===== config.mk =====
export PLATFORM = sky130hd
export DESIGN_NAME = store_buffer
export DESIGN_NICKNAME = d
export VERILOG_FILES = /design/src/rtl/store_buffer.sv
export SDC_FILE = /design/constraint.sdc
export NUM_CORES = 1
export LEC_CHECK = 0
export CORE_MARGIN = 2
export CORE_UTILIZATION = 60
export DETAILED_ROUTE_END_ITERATION = 8
export PLACE_DENSITY_LB_ADDON = 0.1
export SLEW_MARGIN = 20
export SYNTH_ARGS = -nofsm -noshare
export SYNTH_HDL_FRONTEND = slang
export SYNTH_SLANG_ARGS = --single-unit

===== constraint.sdc =====
create_clock -name clk -period 11.1 [get_ports clk]
set_clock_uncertainty 0.05 [all_clocks]
set_input_delay 1.665 -clock clk [delete_from_list [all_inputs] [get_ports clk]]
set_output_delay 1.665 -clock clk [all_outputs]
set_load 0.01 [all_outputs]

===== src/rtl/store_buffer.sv =====
// In-order store buffer between MEM and the D-cache with commit tracking and load lookup.
// Define STORE_BUFFER_FWD_EN to enable word store-to-load forwarding.
module store_buffer #(
  parameter int N               = 4,
  parameter int WORD_SIZE       = 32,
  parameter int ROB_ENTRY_WIDTH = 3
) (
  input  logic                       clk,
  input  logic                       rst,
  input  logic                       st_valid,
  input  logic [WORD_SIZE-1:0]       st_addr,
  input  logic [WORD_SIZE-1:0]       st_data,
  input  logic                       st_byte,
  input  logic [ROB_ENTRY_WIDTH-1:0] st_rob_id,
  output logic                       full,
  output logic                       empty,
  input  logic                       sb_store_permission,
  input  logic [ROB_ENTRY_WIDTH-1:0] sb_rob_id,
  input  logic                       flush,
  output logic                       dc_req_valid,
  output logic [WORD_SIZE-1:0]       dc_req_addr,
  output logic [WORD_SIZE-1:0]       dc_req_data,
  output logic                       dc_req_byte,
  input  logic                       dc_req_ready,
  input  logic                       ld_valid,
  input  logic [WORD_SIZE-1:0]       ld_addr,
  output logic                       ld_hit,
  output logic                       fwd_valid,
  output logic [WORD_SIZE-1:0]       fwd_data
);

  localparam int PW = $clog2(N);

  typedef enum logic [1:0] {
    E_FREE,
    E_PEND,
    E_COMM
  } ent_e;

  typedef enum logic {
    D_IDLE,
    D_REQ
  } drain_e;

  logic [PW-1:0] head_q, head_d;
  logic [PW-1:0] tail_q, tail_d;
  logic [PW:0]   count_q, count_d;

  ent_e                       st_q   [N];
  ent_e                       st_d   [N];
  logic [WORD_SIZE-1:0]       addr_q [N];
  logic [WORD_SIZE-1:0]       addr_d [N];
  logic [WORD_SIZE-1:0]       data_q [N];
  logic [WORD_SIZE-1:0]       data_d [N];
  logic                       byte_q [N];
  logic                       byte_d [N];
  logic [ROB_ENTRY_WIDTH-1:0] rob_q  [N];
  logic [ROB_ENTRY_WIDTH-1:0] rob_d  [N];

  drain_e               drain_q, drain_d;
  logic [WORD_SIZE-1:0] dc_addr_q, dc_addr_d;
  logic [WORD_SIZE-1:0] dc_data_q, dc_data_d;
  logic                 dc_byte_q, dc_byte_d;

  logic          enq;
  logic          deq;
  logic          commit_hit;
  logic [PW-1:0] commit_idx;
  logic [PW:0]   live;
  logic [PW-1:0] next_head;

  assign full  = (count_q == (PW+1)'(N));
  assign empty = (count_q == '0);
  assign enq   = st_valid && !full && !flush;
  assign deq   = (drain_q == D_REQ) && dc_req_ready;

  // Oldest pending entry carrying the committed ROB id.
  always_comb begin : commit_find
    logic [PW-1:0] idx;
    commit_hit = 1'b0;
    commit_idx = '0;
    idx        = '0;
    for (int i = 0; i < N; i++) begin
      idx = head_q + PW'(i);
      if (!commit_hit && sb_store_permission &&
          st_q[idx] == E_PEND && rob_q[idx] == sb_rob_id) begin
        commit_hit = 1'b1;
        commit_idx = idx;
      end
    end
  end

  always_comb begin : ent_next
    st_d    = st_q;
    addr_d  = addr_q;
    data_d  = data_q;
    byte_d  = byte_q;
    rob_d   = rob_q;
    head_d  = head_q;
    tail_d  = tail_q;
    count_d = count_q;
    live    = '0;
    if (commit_hit) begin
      st_d[commit_idx] = E_COMM;
    end
    if (deq) begin
      st_d[head_q] = E_FREE;
      head_d       = head_q + PW'(1);
    end
    if (flush) begin
      for (int i = 0; i < N; i++) begin
        if (st_d[i] == E_PEND) st_d[i] = E_FREE;
      end
      for (int i = 0; i < N; i++) begin
        if (st_d[i] != E_FREE) live = live + (PW+1)'(1);
      end
      count_d = live;
      tail_d  = head_d + live[PW-1:0];
    end else begin
      count_d = count_q + (PW+1)'(enq) - (PW+1)'(deq);
      if (enq) begin
        st_d[tail_q]   = E_PEND;
        addr_d[tail_q] = st_addr;
        data_d[tail_q] = st_data;
        byte_d[tail_q] = st_byte;
        rob_d[tail_q]  = st_rob_id;
        tail_d         = tail_q + PW'(1);
      end
    end
  end

  assign next_head = head_q + PW'(1);

  // Drain request is registered; a committed successor keeps REQ up back-to-back.
  always_comb begin : drain_next
    drain_d   = drain_q;
    dc_addr_d = dc_addr_q;
    dc_data_d = dc_data_q;
    dc_byte_d = dc_byte_q;
    unique case (drain_q)
      D_IDLE: begin
        if (st_d[head_q] == E_COMM) begin
          drain_d   = D_REQ;
          dc_addr_d = addr_q[head_q];
          dc_data_d = data_q[head_q];
          dc_byte_d = byte_q[head_q];
        end
      end
      D_REQ: begin
        if (dc_req_ready) begin
          if (st_d[next_head] == E_COMM) begin
            dc_addr_d = addr_q[next_head];
            dc_data_d = data_q[next_head];
            dc_byte_d = byte_q[next_head];
          end else begin
            drain_d = D_IDLE;
          end
        end
      end
      default: drain_d = D_IDLE;
    endcase
  end

  always_ff @(posedge clk or negedge rst) begin
    if (!rst) begin
      head_q    <= '0;
      tail_q    <= '0;
      count_q   <= '0;
      drain_q   <= D_IDLE;
      dc_addr_q <= '0;
      dc_data_q <= '0;
      dc_byte_q <= 1'b0;
      for (int i = 0; i < N; i++) begin
        st_q[i]   <= E_FREE;
        addr_q[i] <= '0;
        data_q[i] <= '0;
        byte_q[i] <= 1'b0;
        rob_q[i]  <= '0;
      end
    end else begin
      head_q    <= head_d;
      tail_q    <= tail_d;
      count_q   <= count_d;
      drain_q   <= drain_d;
      dc_addr_q <= dc_addr_d;
      dc_data_q <= dc_data_d;
      dc_byte_q <= dc_byte_d;
      st_q      <= st_d;
      addr_q    <= addr_d;
      data_q    <= data_d;
      byte_q    <= byte_d;
      rob_q     <= rob_d;
    end
  end

  assign dc_req_valid = (drain_q == D_REQ);
  assign dc_req_addr  = dc_addr_q;
  assign dc_req_data  = dc_data_q;
  assign dc_req_byte  = dc_byte_q;

  // Scan oldest to youngest so the last match is the youngest store.
  always_comb begin : ld_check
    logic [PW-1:0] idx;
    logic          hit;
`ifdef STORE_BUFFER_FWD_EN
    logic                 y_byte;
    logic [WORD_SIZE-1:0] y_data;
    y_byte = 1'b0;
    y_data = '0;
`endif
    idx = '0;
    hit = 1'b0;
    for (int i = 0; i < N; i++) begin
      idx = head_q + PW'(i);
      if (st_q[idx] != E_FREE &&
          addr_q[idx][WORD_SIZE-1:2] == ld_addr[WORD_SIZE-1:2]) begin
        hit = 1'b1;
`ifdef STORE_BUFFER_FWD_EN
        y_byte = byte_q[idx];
        y_data = data_q[idx];
`endif
      end
    end
    ld_hit = ld_valid && hit;
`ifdef STORE_BUFFER_FWD_EN
    fwd_valid = ld_hit && !y_byte;
    fwd_data  = fwd_valid ? y_data : '0;
`else
    fwd_valid = 1'b0;
    fwd_data  = '0;
`endif
  end

  // A permission must always name a pending store.
  always @(posedge clk) begin
    if (rst && sb_store_permission) assert (commit_hit);
  end

endmodule


Word-level counts from Yosys, hierarchy flattened
Index checks and enable logic that the tools add are counted.
W data, S select, Z words.
- flip-flop bits (word level): 353
- bits of input ports: 110
- output and inout port bits: 102
- word-level logic and storage cells: 245
- add/subtract/negate cells: 10
- $lt $le $gt $ge: 9
- equal/unequal tests: 22
- mux-type cells: 122
- bitwise gates (word level): 16
- reduce and logical (&&, ||, !) cells: 39
- operators with widths (kind ; number):
    $mux W32 ; 19
    $bmux W32 S2 ; 6
    $bwmux W128 ; 2
    $pmux W32 S2 ; 2
    $eq A30 B30 Y1 ; 4
    $demux W32 S2 ; 1
    $mux W2 ; 30
    $mux W3 ; 17
    $mux W8 ; 4
    $bmux W2 S2 ; 6
    $bmux W3 S2 ; 4
    $logic_and A1 B1 Y1 ; 22
    $mux W1 ; 20
    $ge A3 B3 Y1 const B ; 6
    $not A2 Y3 ; 6
    $reduce_bool A2 Y1 ; 9
    $eq A2 B1 Y1 const B ; 8
    $bwmux W12 ; 1
    $demux W2 S2 ; 3
    $eq A3 B3 Y1 ; 4
    $add A3 B1 Y3 const B ; 3
    $lt A3 B1 Y1 const B ; 3
    $and A4 B4 Y4 ; 2
    $and A8 B8 Y8 ; 1
    other kinds (22) ; 35

Depth between registers and ports, before layout
Gate-level depths: netlist (run 1).
- depth in word-level cells: 50
- gate-level depth with buffers: 30
- depth with buffers taken out: 24

Worst setup path before layout (run 1)
No wires, ideal clock.
- path kind: flip-flop to output port
- start point: register head_q[0]
- end point: output port ld_hit
- arrival time: 4397 ps
- required time: 9385 ps
- slack: 4988 ps
- stages on the path, launching flop included: 18
- buffers on the path: 10
- cell sequence: dfrtp_1 buf_6 buf_8 buf_2 inv_1 clkbuf_1 ha_1 buf_2 buf_4 buf_2 buf_1 clkbuf_1 buf_2 mux4_2 xor2_1 nor4_1 a41oi_1 a31oi_1
- longest elaborated chain between the ends: 11
- elaborated cells on any way between the ends: 48
- those cells by class: 3 x add/sub; 4 x eq/ne; 28 x mux; 4 x bitwise; 9 x reduce/logical
- RTL lines (element ; line ; text):
    start: declaration ; 45 ; logic [PW-1:0] head_q, head_d;
    start signal: assignment ; 166 ; head_q <= '0;
    start signal: assignment ; 181 ; head_q <= head_d;
    $add A2 B1 Y2 or $not A2 Y3 (tied branches) ; 214, 215, 216 ;
    $not A2 Y3 (not written as such) (tied with other cells) ; 215, 216 ;
    $bmux W32 S2 (tied with other cells) ; 216 ; addr_q[idx][WORD_SIZE-1:2] == ld_addr[WORD_SIZE-1:2]) begin
    $mux W32 (not written as such) or $mux W2 (tied branches) ; 216, 215 ;
    $mux W32 (not written as such) (tied with other cells) ; 216 ;
    $eq A30 B30 Y1 (tied with other cells) ; 216 ;
    $logic_and A1 B1 Y1 or $mux W1 (tied branches) ; 215 ; if (st_q[idx] != E_FREE &&
    $mux W1 (2 in a row) ; 215 ;
    $mux W1 * ; 215 ;
    $logic_and A1 B1 Y1 * ; 224 ; ld_hit = ld_valid && hit;
    end: declaration ; 27 ; output logic ld_hit,
Every way passes the cells marked *; elsewhere a longest branch is shown, timed or not. The select of a mux whose other input is x is not followed.

Final worst setup path (run 1)
Ends and elaborated chain as after synthesis.

==> results.sh, run 1 <==
export IMPL_max_slew_margin=0.244
export IMPL_routed_wl_um=54000
export IMPL_synth_edf_count=0
export IMPL_min_from="dc_req_addr[23]"
export IMPL_cts_sinks=353
export IMPL_drc=0
export IMPL_power_density_nw_per_um2=359
export IMPL_status="completed"
export IMPL_crit_path_frequent_cell="nor4_1"
export IMPL_fin_crit_sh=0.731
export IMPL_layout_setup_ws_ps=2990
export IMPL_avgViaCountPerCell=6.41
export IMPL_ctsLongestPathBuffers=3
export IMPL_drv_cap=0
export IMPL_first_pass_iters=6
export IMPL_synth_top_area_cell="dfrtp_1"
export IMPL_worst_pin_slew_ps=1130
export IMPL_hpwl_um=34500
export IMPL_worstPathArrival_ps=6400
export IMPL_setup_worst_path_end_class="output pin"
export IMPL_power_mw=8.92
export IMPL_rr_startpoint="head_q[0]"
export IMPL_portBuffers=176
export IMPL_dieHeight_um=194
export IMPL_crit_path_start_kind="flop"
export IMPL_holdCritPathClass="reg -> reg"
export IMPL_syn_area_um2=21600
export IMPL_design_die_area_um2=37600
export IMPL_start_util=0.608
export IMPL_post_synth_top_count_cell="dfrtp_1"
export IMPL_rows=69
export IMPL_p_leak_nw=10.3
export IMPL_synth_area_per_cell_um2=13.4
export IMPL_synth_ff_type="dfrtp_1"
export IMPL_drive_gt1_frac=0.334
export IMPL_clk_pin_slew_ps=60
export IMPL_synthDistinctLibCells=67
export IMPL_ir_worst_vdd_uv=210
export IMPL_syn_inst=1618
export IMPL_cp_required_ps=9390
export IMPL_vias=14300
export IMPL_post_cts_buffers=0
export IMPL_sw_frac_of_total=0.387
export IMPL_synth_simple_area_share=0.0656
export IMPL_place_gp_congestion=0.906
export IMPL_path_max_fanout=56
export IMPL_core_area_um2=35600
export IMPL_antenna_left=0
export IMPL_synthXorXnorAreaFrac=0.0579
export IMPL_ys_top_cells_by_count="dfrtp_1 (353), mux2_2 (288), nand2_1 (215)"
export IMPL_grt_usage=0.294
export IMPL_path_cells="inv_1 -> ha_4 -> buf_4 -> mux4_2 -> xor2_1 -> nor4_1 -> nand4_1 -> nor4_1 -> a41oi_1 -> a31oi_1 -> clkdlybuf4s50_1"
export IMPL_grt_max_degree=175
export IMPL_power_frac_comb=0.558
export IMPL_fp_dieW_um=194
export IMPL_place_ws_ps=3420
export IMPL_cts_resized_gates=0
export IMPL_hold_viol=0
export IMPL_yosys_top_cells_area="dfrtp_1 (41%), mux4_2 (20%), mux2_2 (15%), nand2_1 (3.7%), xnor2_1 (3.4%)"
export IMPL_areaGrowthSynthToFinish_pct=15.0
export IMPL_pin_count=212
export IMPL_ys_seq_area_frac=0.408
export IMPL_avgRoutedWirePerCell_um=24.2
export IMPL_overflow=0
export IMPL_tns_ps=0
export IMPL_switchingPower_mw=3.45
export IMPL_synth_compound_area_frac=0.0221
export IMPL_top_usage_layer="met2"
export IMPL_finalCriticalPeriod_ps=8110
export IMPL_met3_usage=0.0673
export IMPL_critPathSlowestCell="dfrtp_4"
export IMPL_final_util=0.699
export IMPL_synth_adder_area_share=0.00902
export IMPL_rsz0062_at_grt="no"
export IMPL_synth_top_family_by_area="multiplexers"
export IMPL_muxShareOfSynthArea=0.398
export IMPL_internal_power_mw=5.47
export IMPL_synth_seq_cells=353
export IMPL_crit_path_start="head_q[0]"
export IMPL_grt_pass1_vias=14700
export IMPL_use_met2=0.462
export IMPL_clockPowerShare=0.149
export IMPL_clk_insertion_delay_late_ps=580
export IMPL_critPathTopFamily="buffers and inverters"
export IMPL_cpPeakStageDelay_ps=1060
export IMPL_fin_nets=1859
export IMPL_path_buf_inv=3
export IMPL_fill_cells=2507
export IMPL_dr_first_iter_drc_count=908
export IMPL_layoutNonFillerInstCount=2231
export IMPL_cts_tree="built"
export IMPL_path_class="reg -> out"
export IMPL_root_buffer="clkbuf_16"
export IMPL_synth_top_area_frac=0.408
export IMPL_antenna_found_initial=8
export IMPL_cts_buffers_inserted=40
export IMPL_cts_max_level=2
export IMPL_synth_async_reset_ratio=1.00
export IMPL_slew_violations=0
export IMPL_ys_warn_count=0
export IMPL_use_met1=0.404
export IMPL_grt_pass1_wl_um=85600
export IMPL_fmax_mhz=123
export IMPL_dp_cells=2153
export IMPL_finalSetupViolCount=0
export IMPL_seqPwrFrac=0.293
export IMPL_hold_buffers=0
[routing by layer]
| metal | wire length [um] | vias up | part of all wire |
|---|---|---|---|
| li1 | - | 6225 | - |
| met1 | 22200 | 7441 | 0.41 |
| met2 | 25900 | 533 | 0.48 |
| met3 | 4150 | 97 | 0.077 |
| met4 | 1720 | 4 | 0.032 |
| met5 | 24 | - | 0.00044 |
[stage by stage]
step	hold slack, ps	instance area, um2
2_1_floorplan	442	21800
3_5_place_dp	424	23500
3_3_place_gp	417	23500
4_1_cts	437	24900
6_report	434	24900
5_1_grt	453	24900
[worst reg2reg max path, delay by kind of cell (launching register included)]
kind,cells,cell delay (ps)
xor gates and xnor gates,2,470
and+or+nand+nor,8,1970
muxes,1,690
DFF,1,1060
adders and majority gates,3,1240
buffers and inverters,3,1430
AOI/OAI and AO/OA,4,780
[sequential cells by signal (all words and copies together), names as in the netlist, 3 cells and up]
signal and cells:
dc_req_data 32, rob_q 12, data_q 128, addr_q 128, byte_q 4, dc_req_addr 32, st_q 8, count_q 3
[cells by family (layout without fill, tap and decap cells)]
family / count (synthesis) / after routing
flip-flops: 353 / 353
other: 1 / 38
XOR/XNOR: 143 / 143
adder cells (fa/ha/maj): 15 / 15
buffers and inverters: 168 / 283
multiplexers: 563 / 563
AO/OA/AOI/OAI: 61 / 61
AND/OR/NAND/NOR: 314 / 314
[layout by cell type, fill, tap and decap left out, types with 7 or more instances in the layout]
cell type | netlist | routed
a21oi_1 | 7 | 7
buf_4 | 34 | 15
clkbuf_16 | 0 | 41
clkbuf_8 | 0 | 14
clkdlybuf4s50_1 | 0 | 175
clkinv_2 | 0 | 10
conb_1 | 1 | 33
dfrtp_1 | 353 | 350
ha_1 | 14 | 13
inv_1 | 18 | 17
mux2_1 | 50 | 50
mux2_2 | 288 | 288
mux2i_1 | 22 | 22
mux4_2 | 196 | 196
nand2_1 | 215 | 214
nand3_1 | 14 | 12
nand4_1 | 17 | 17
nor2_1 | 13 | 13
nor4_1 | 18 | 18
o21ai_0 | 10 | 10
xnor2_1 | 83 | 83
xor2_1 | 60 | 60
[power by group through the flow]
stage          sequential [mW]  combinational (mW)  clock [mW]
6_report                  2.61                4.98        1.33
5_1_grt                   2.72                5.36        1.41
4_1_cts                   2.60                5.01        1.36
3_5_place_dp              2.62                4.98           0
3_3_place_gp              2.55                4.88           0
2_1_floorplan             2.36                3.93           0
[path summary, 6_finish.rpt]
check / slack [ps] / cells past startpoint / endpoint
max: 2990 / 11 / ld_hit
min: 430 / 1 / dc_req_addr[23]
max reg2reg: 3310 / 21 / tail_q[1]
min reg2reg: 430 / 1 / dc_req_addr[23]
max in group asynchronous: 7530 / 3 / data_q[37]
min in group asynchronous: 1080 / 1 / dc_req_addr[19]
[cell type report]
type	instances	area [um2]	area share
diodes	5	12.5	0.000503
flip-flops and latches	353	8840	0.355
multi-input cells	1129	12100	0.488
inverters	18	67.6	0.00272
well taps	461	577	0.0232
repair buffers	192	1900	0.0764
clock buffers	58	1230	0.0494
clock inverters	15	114	0.00458
Note: power is estimated with default switching activity, not from simulation.
==> run 2: changes to the inputs <==
--- a/config.mk
+++ b/config.mk
@@ -6,7 +6,7 @@
 export NUM_CORES = 1
 export LEC_CHECK = 0
 export CORE_MARGIN = 2
-export CORE_UTILIZATION = 60
+export CORE_UTILIZATION = 58
 export DETAILED_ROUTE_END_ITERATION = 8
 export PLACE_DENSITY_LB_ADDON = 0.1
 export SLEW_MARGIN = 20
==> constraint.sdc (replaced) <==
create_clock -name clk -period 8 [get_ports clk]
set_clock_uncertainty 0.05 [all_clocks]
set_input_delay 1.2 -clock clk [delete_from_list [all_inputs] [get_ports clk]]
set_output_delay 1.2 -clock clk [all_outputs]
set_load 0.01 [all_outputs]
==> results.sh, run 2 (synthesized netlist as in run 1, its figures left out) <==
export IMPL_areaGrowthSynthToFinish_pct=15.3
export IMPL_cpPeakStageDelay_ps=1090
export IMPL_portBuffers=176
export IMPL_rsz0062_at_grt="no"
export IMPL_fin_nets=1860
export IMPL_worst_pin_slew_ps=1070
export IMPL_post_cts_buffers=0
export IMPL_tns_ps=0
export IMPL_finalCriticalPeriod_ps=7130
export IMPL_cts_resized_gates=0
export IMPL_crit_path_frequent_cell="nor4_1"
export IMPL_crit_path_start_kind="flop"
export IMPL_pin_count=212
export IMPL_routed_wl_um=53900
export IMPL_holdWs_ps=431
export IMPL_grt_pass1_vias=14500
export IMPL_ir_worst_vdd_uv=360
export IMPL_avgRoutedWirePerCell_um=24.1
export IMPL_antenna_found_initial=7
export IMPL_worstPathArrival_ps=5880
export IMPL_cts_max_level=2
export IMPL_largestRegisters="addr_q x128, data_q x128"
export IMPL_layout_commonest_cell="dfrtp_1"
export IMPL_setup_worst_path_end_class="output pin"
export IMPL_r2r_end="tail_q[1]"
export IMPL_crit_end="ld_hit"
export IMPL_final_util=0.680
export IMPL_ctsLongestPathBuffers=3
export IMPL_drive_gt1_frac=0.331
export IMPL_overflow=0
export IMPL_cts_tree="built"
export IMPL_path_max_fanout=73
export IMPL_fmax_mhz=140
export IMPL_fp_dieW_um=197
export IMPL_cts_sinks=353
export IMPL_dr_first_iter_drc_count=971
export IMPL_reg2reg_slack_ps=1370
export IMPL_power_density_nw_per_um2=498
export IMPL_hpwl_um=34200
export IMPL_design_die_area_um2=38900
export IMPL_path_cells="inv_1 -> ha_4 -> buf_4 -> mux4_2 -> xor2_1 -> nor4_1 -> nand4_1 -> nor4_1 -> a41oi_1 -> a31oi_1 -> clkdlybuf4s50_1"
export IMPL_avgViaCountPerCell=6.42
export IMPL_path_class="reg -> out"
export IMPL_fill_cells=2640
export IMPL_place_ws_ps=1470
export IMPL_rows=70
export IMPL_rr_startpoint="head_q[1]"
export IMPL_drc=0
export IMPL_start_util=0.590
export IMPL_p_leak_nw=10.4
export IMPL_finalSetupViolCount=0
export IMPL_first_pass_iters=5
export IMPL_clk_insertion_delay_late_ps=560
export IMPL_clk_pin_slew_ps=60
export IMPL_slew_violations=0
export IMPL_vias=14300
export IMPL_status="completed"
export IMPL_grt_pass1_wl_um=84300
export IMPL_cts_buffers_inserted=42
export IMPL_critPathSlowestCell="dfrtp_4"
export IMPL_hold_viol=0
export IMPL_reg2reg_depth=18
export IMPL_crit_path_start="head_q[1]"
export IMPL_antenna_left=0
export IMPL_drv_cap=0
export IMPL_holdCritPathClass="reg -> reg"
export IMPL_fin_crit_sh=0.892
export IMPL_grt_max_degree=167
export IMPL_dieHeight_um=197
export IMPL_root_buffer="clkbuf_16"
export IMPL_hold_buffers=0
export IMPL_place_gp_congestion=0.877
export IMPL_cp_required_ps=6750
export IMPL_grt_usage=0.285
export IMPL_max_slew_margin=0.285
export IMPL_layout_common_cells="dfrtp_1 (350), mux2_2 (288), nand2_1 (214)"
export IMPL_core_area_um2=36700
export IMPL_layout_setup_ws_ps=867
run 2: final cells by class:
type	count	area, um2	share of cell area
antenna	6	15.0	0.000602
sequential	353	8840	0.354
tap	468	586	0.0235
clock buffer	63	1280	0.0513
inverter	18	67.6	0.00271
clock inverter	7	115	0.00461
timing repair buffer	191	1910	0.0765
multi-input combinational	1129	12100	0.486
run 2: power breakdown:
part	leakage, nW	switching, mW	internal, mW	total, mW
registers	4.29	0.882	2.69	3.57
logic	5.37	3.12	3.83	6.94
clock network	0.690	0.754	1.17	1.92
run 2: through the flow:
stage	instances	instance area [um2]	total power [mW]
after floorplan	1650	21800	8.73
after global placement	2159	23500	10.3
after detailed placement	2159	23500	10.5
after CTS	2229	24900	12.5
after global routing	2233	24900	13.2
final	2235	24900	12.4
run 2: worst min-delay path by stage:
stage | start | to | slack (ps) | cells after the start
finish | dc_req_addr[27] | dc_req_addr[27] | 430 | 1
global placement | dc_req_addr[27] | dc_req_addr[27] | 420 | 1
floorplan | addr_q[96] | addr_q[96] | 440 | 1
detailed placement | dc_req_addr[27] | dc_req_addr[27] | 430 | 1
global route | dc_req_addr[25] | dc_req_addr[25] | 450 | 1
CTS | dc_req_addr[27] | dc_req_addr[27] | 440 | 1
run 2: per-layer routing:
layer / wire [um] / vias up / GRT usage
met2: 26300 / 499 / 0.464
met1: 21700 / 7509 / 0.380
met3: 4440 / 100 / 0.0732
met4: 1470 / 6 / 0.0908
li1: - / 6233 / -
met5: 46 / - / 0
run 2: critical path: cells and delay by family, from the launching register on:
kind                       cells  cell delay [ps]
DFF                            1             1090
xor gates and xnor gates       1              190
muxes                          1              580
AOI/OAI and AO/OA              2              420
and+or+nand+nor                3              900
buffers and inverters          3             1300
adders and majority gates      1              740
==> run 3: changes to the inputs <==
--- a/config.mk
+++ b/config.mk
@@ -7,6 +7,7 @@
 export LEC_CHECK = 0
 export CORE_MARGIN = 2
 export CORE_UTILIZATION = 58
+export CTS_CLUSTER_DIAMETER = 30
 export DETAILED_ROUTE_END_ITERATION = 8
 export PLACE_DENSITY_LB_ADDON = 0.1
 export SLEW_MARGIN = 20
==> results.sh, run 3 (synthesized netlist as in run 1, its figures left out) <==
export IMPL_dieHeight_um=197
export IMPL_root_buffer="clkbuf_16"
export IMPL_path_class="reg -> out"
export IMPL_sw_frac_of_total=0.365
export IMPL_holdPathEnd="dc_req_addr[27]"
export IMPL_antenna_found_initial=6
export IMPL_p_leak_nw=11.1
export IMPL_slew_violations=0
export IMPL_areaGrowthSynthToFinish_pct=22.0
export IMPL_final_util=0.719
export IMPL_cp_required_ps=6750
export IMPL_use_met1=0.383
export IMPL_fmax_mhz=139
export IMPL_fp_dieW_um=197
export IMPL_pin_count=212
export IMPL_fin_nets=1900
export IMPL_clockPowerShare=0.244
export IMPL_hold_depth=1
export IMPL_min_from="dc_req_addr[27]"
export IMPL_status="completed"
export IMPL_portBuffers=176
export IMPL_core_area_um2=36700
export IMPL_max_slew_margin=0.281
export IMPL_hold_viol=0
export IMPL_cts_resized_gates=0
export IMPL_switchingPower_mw=5.10
export IMPL_overflow=0
export IMPL_setup_worst_path_end_class="output pin"
export IMPL_rr_startpoint="head_q[1]"
export IMPL_grt_pass1_vias=15400
export IMPL_crit_path_start="head_q[1]"
export IMPL_r2r_end="tail_q[1]"
export IMPL_worstPathArrival_ps=5940
export IMPL_rows=70
export IMPL_internal_power_mw=8.88
export IMPL_seqPwrFrac=0.257
export IMPL_start_util=0.590
export IMPL_cts_buffers_inserted=82
export IMPL_crit_path_start_kind="flop"
export IMPL_clk_insertion_delay_late_ps=600
export IMPL_drc=0
export IMPL_power_frac_comb=0.499
export IMPL_hpwl_um=34200
export IMPL_finalCriticalPeriod_ps=7190
export IMPL_fill_cells=2463
export IMPL_cts_tree="built"
export IMPL_antenna_left=0
export IMPL_dr_first_iter_drc_count=897
export IMPL_cts_sinks=353
export IMPL_avgViaCountPerCell=6.35
export IMPL_met3_usage=0.0833
export IMPL_place_ws_ps=1470
export IMPL_layout_common_cells="dfrtp_1 (350), mux2_2 (288), nand2_1 (214)"
export IMPL_drive_gt1_frac=0.355
export IMPL_clk_pin_slew_ps=40
export IMPL_largestRegisters="addr_q x128, data_q x128"
export IMPL_path_max_fanout=73
export IMPL_avgRoutedWirePerCell_um=23.9
export IMPL_grt_pass1_wl_um=87200
export IMPL_cts_max_level=3
export IMPL_use_met2=0.472
export IMPL_top_usage_layer="met2"
export IMPL_tns_ps=0
export IMPL_reg2reg_depth=22
export IMPL_design_die_area_um2=38900
export IMPL_layout_setup_ws_ps=815
export IMPL_hold_buffers=0
export IMPL_fin_crit_sh=0.898
export IMPL_ir_worst_vdd_uv=317
export IMPL_worst_pin_slew_ps=1080
export IMPL_reg2reg_slack_ps=1310
export IMPL_place_gp_congestion=0.877
export IMPL_ctsLongestPathBuffers=3
export IMPL_first_pass_iters=5
export IMPL_grt_max_degree=167
export IMPL_finalSetupViolCount=0
export IMPL_drv_cap=0
export IMPL_vias=14700
export IMPL_holdCritPathClass="reg -> reg"
export IMPL_grt_usage=0.295
export IMPL_layout_commonest_cell="dfrtp_1"
export IMPL_routed_wl_um=55400
export IMPL_post_cts_buffers=0
export IMPL_power_density_nw_per_um2=529
export IMPL_rsz0062_at_grt="no"
-- run 3: how the worst max path moves through the flow --
stage           endpoint  slack [ps]  cells after the start
2_1_floorplan  tail_q[1]        2330                     25
3_3_place_gp   tail_q[1]        1560                     20
3_5_place_dp   tail_q[1]        1470                     18
4_1_cts           ld_hit         900                     11
5_1_grt           ld_hit         500                     11
6_report          ld_hit         810                     11
-- run 3: power groups by stage --
stage,registers (mW),logic [mW],clock network (mW)
global route,3.73,7.51,3.56
finish,3.59,6.97,3.41
detailed placement,3.58,6.95,0
floorplan,3.28,5.45,0
global placement,3.49,6.82,0
CTS,3.58,7.01,3.46
-- run 3: per-stage QoR --
| stage | area (um2) | total power [mW] | hold WS (ps) | cells |
|---|---|---|---|---|
| after global routing | 26400 | 14.8 | 444 | 2310 |
| final | 26400 | 14.0 | 428 | 2312 |
| after detailed placement | 23500 | 10.5 | 425 | 2159 |
| after floorplan | 21800 | 8.73 | 442 | 1650 |
| after global placement | 23500 | 10.3 | 417 | 2159 |
| after CTS | 26400 | 14.1 | 435 | 2307 |
-- run 3: layer usage --
metal | vias up | part of all wire
met3 | 126 | 0.077
met5 | - | 0.00052
li1 | 6354 | -
met4 | 4 | 0.032
met1 | 7627 | 0.40
met2 | 573 | 0.49
-- run 3: area by class of cell --
type | count | area, um2 | share of cell area
Antenna cell | 5 | 12.5 | 0.000474
Clock buffer | 108 | 2270 | 0.0860
Clock inverter | 40 | 577 | 0.0219
Inverter | 18 | 67.6 | 0.00256
Multi-Input combinational cell | 1129 | 12100 | 0.460
Sequential cell | 353 | 8840 | 0.335
Tap cell | 468 | 586 | 0.0222
Timing Repair Buffer | 191 | 1910 | 0.0723
-- run 3: worst max-delay path, cell delays in order (launching register included) --
cell and delay [ps]:
dfrtp_4 1080, inv_1 250, ha_4 740, buf_4 440
mux4_2 580, xor2_1 180, nor4_1 470, nand4_1 160
nor4_1 290, a41oi_1 80, a31oi_1 350, clkdlybuf4s50_1 610
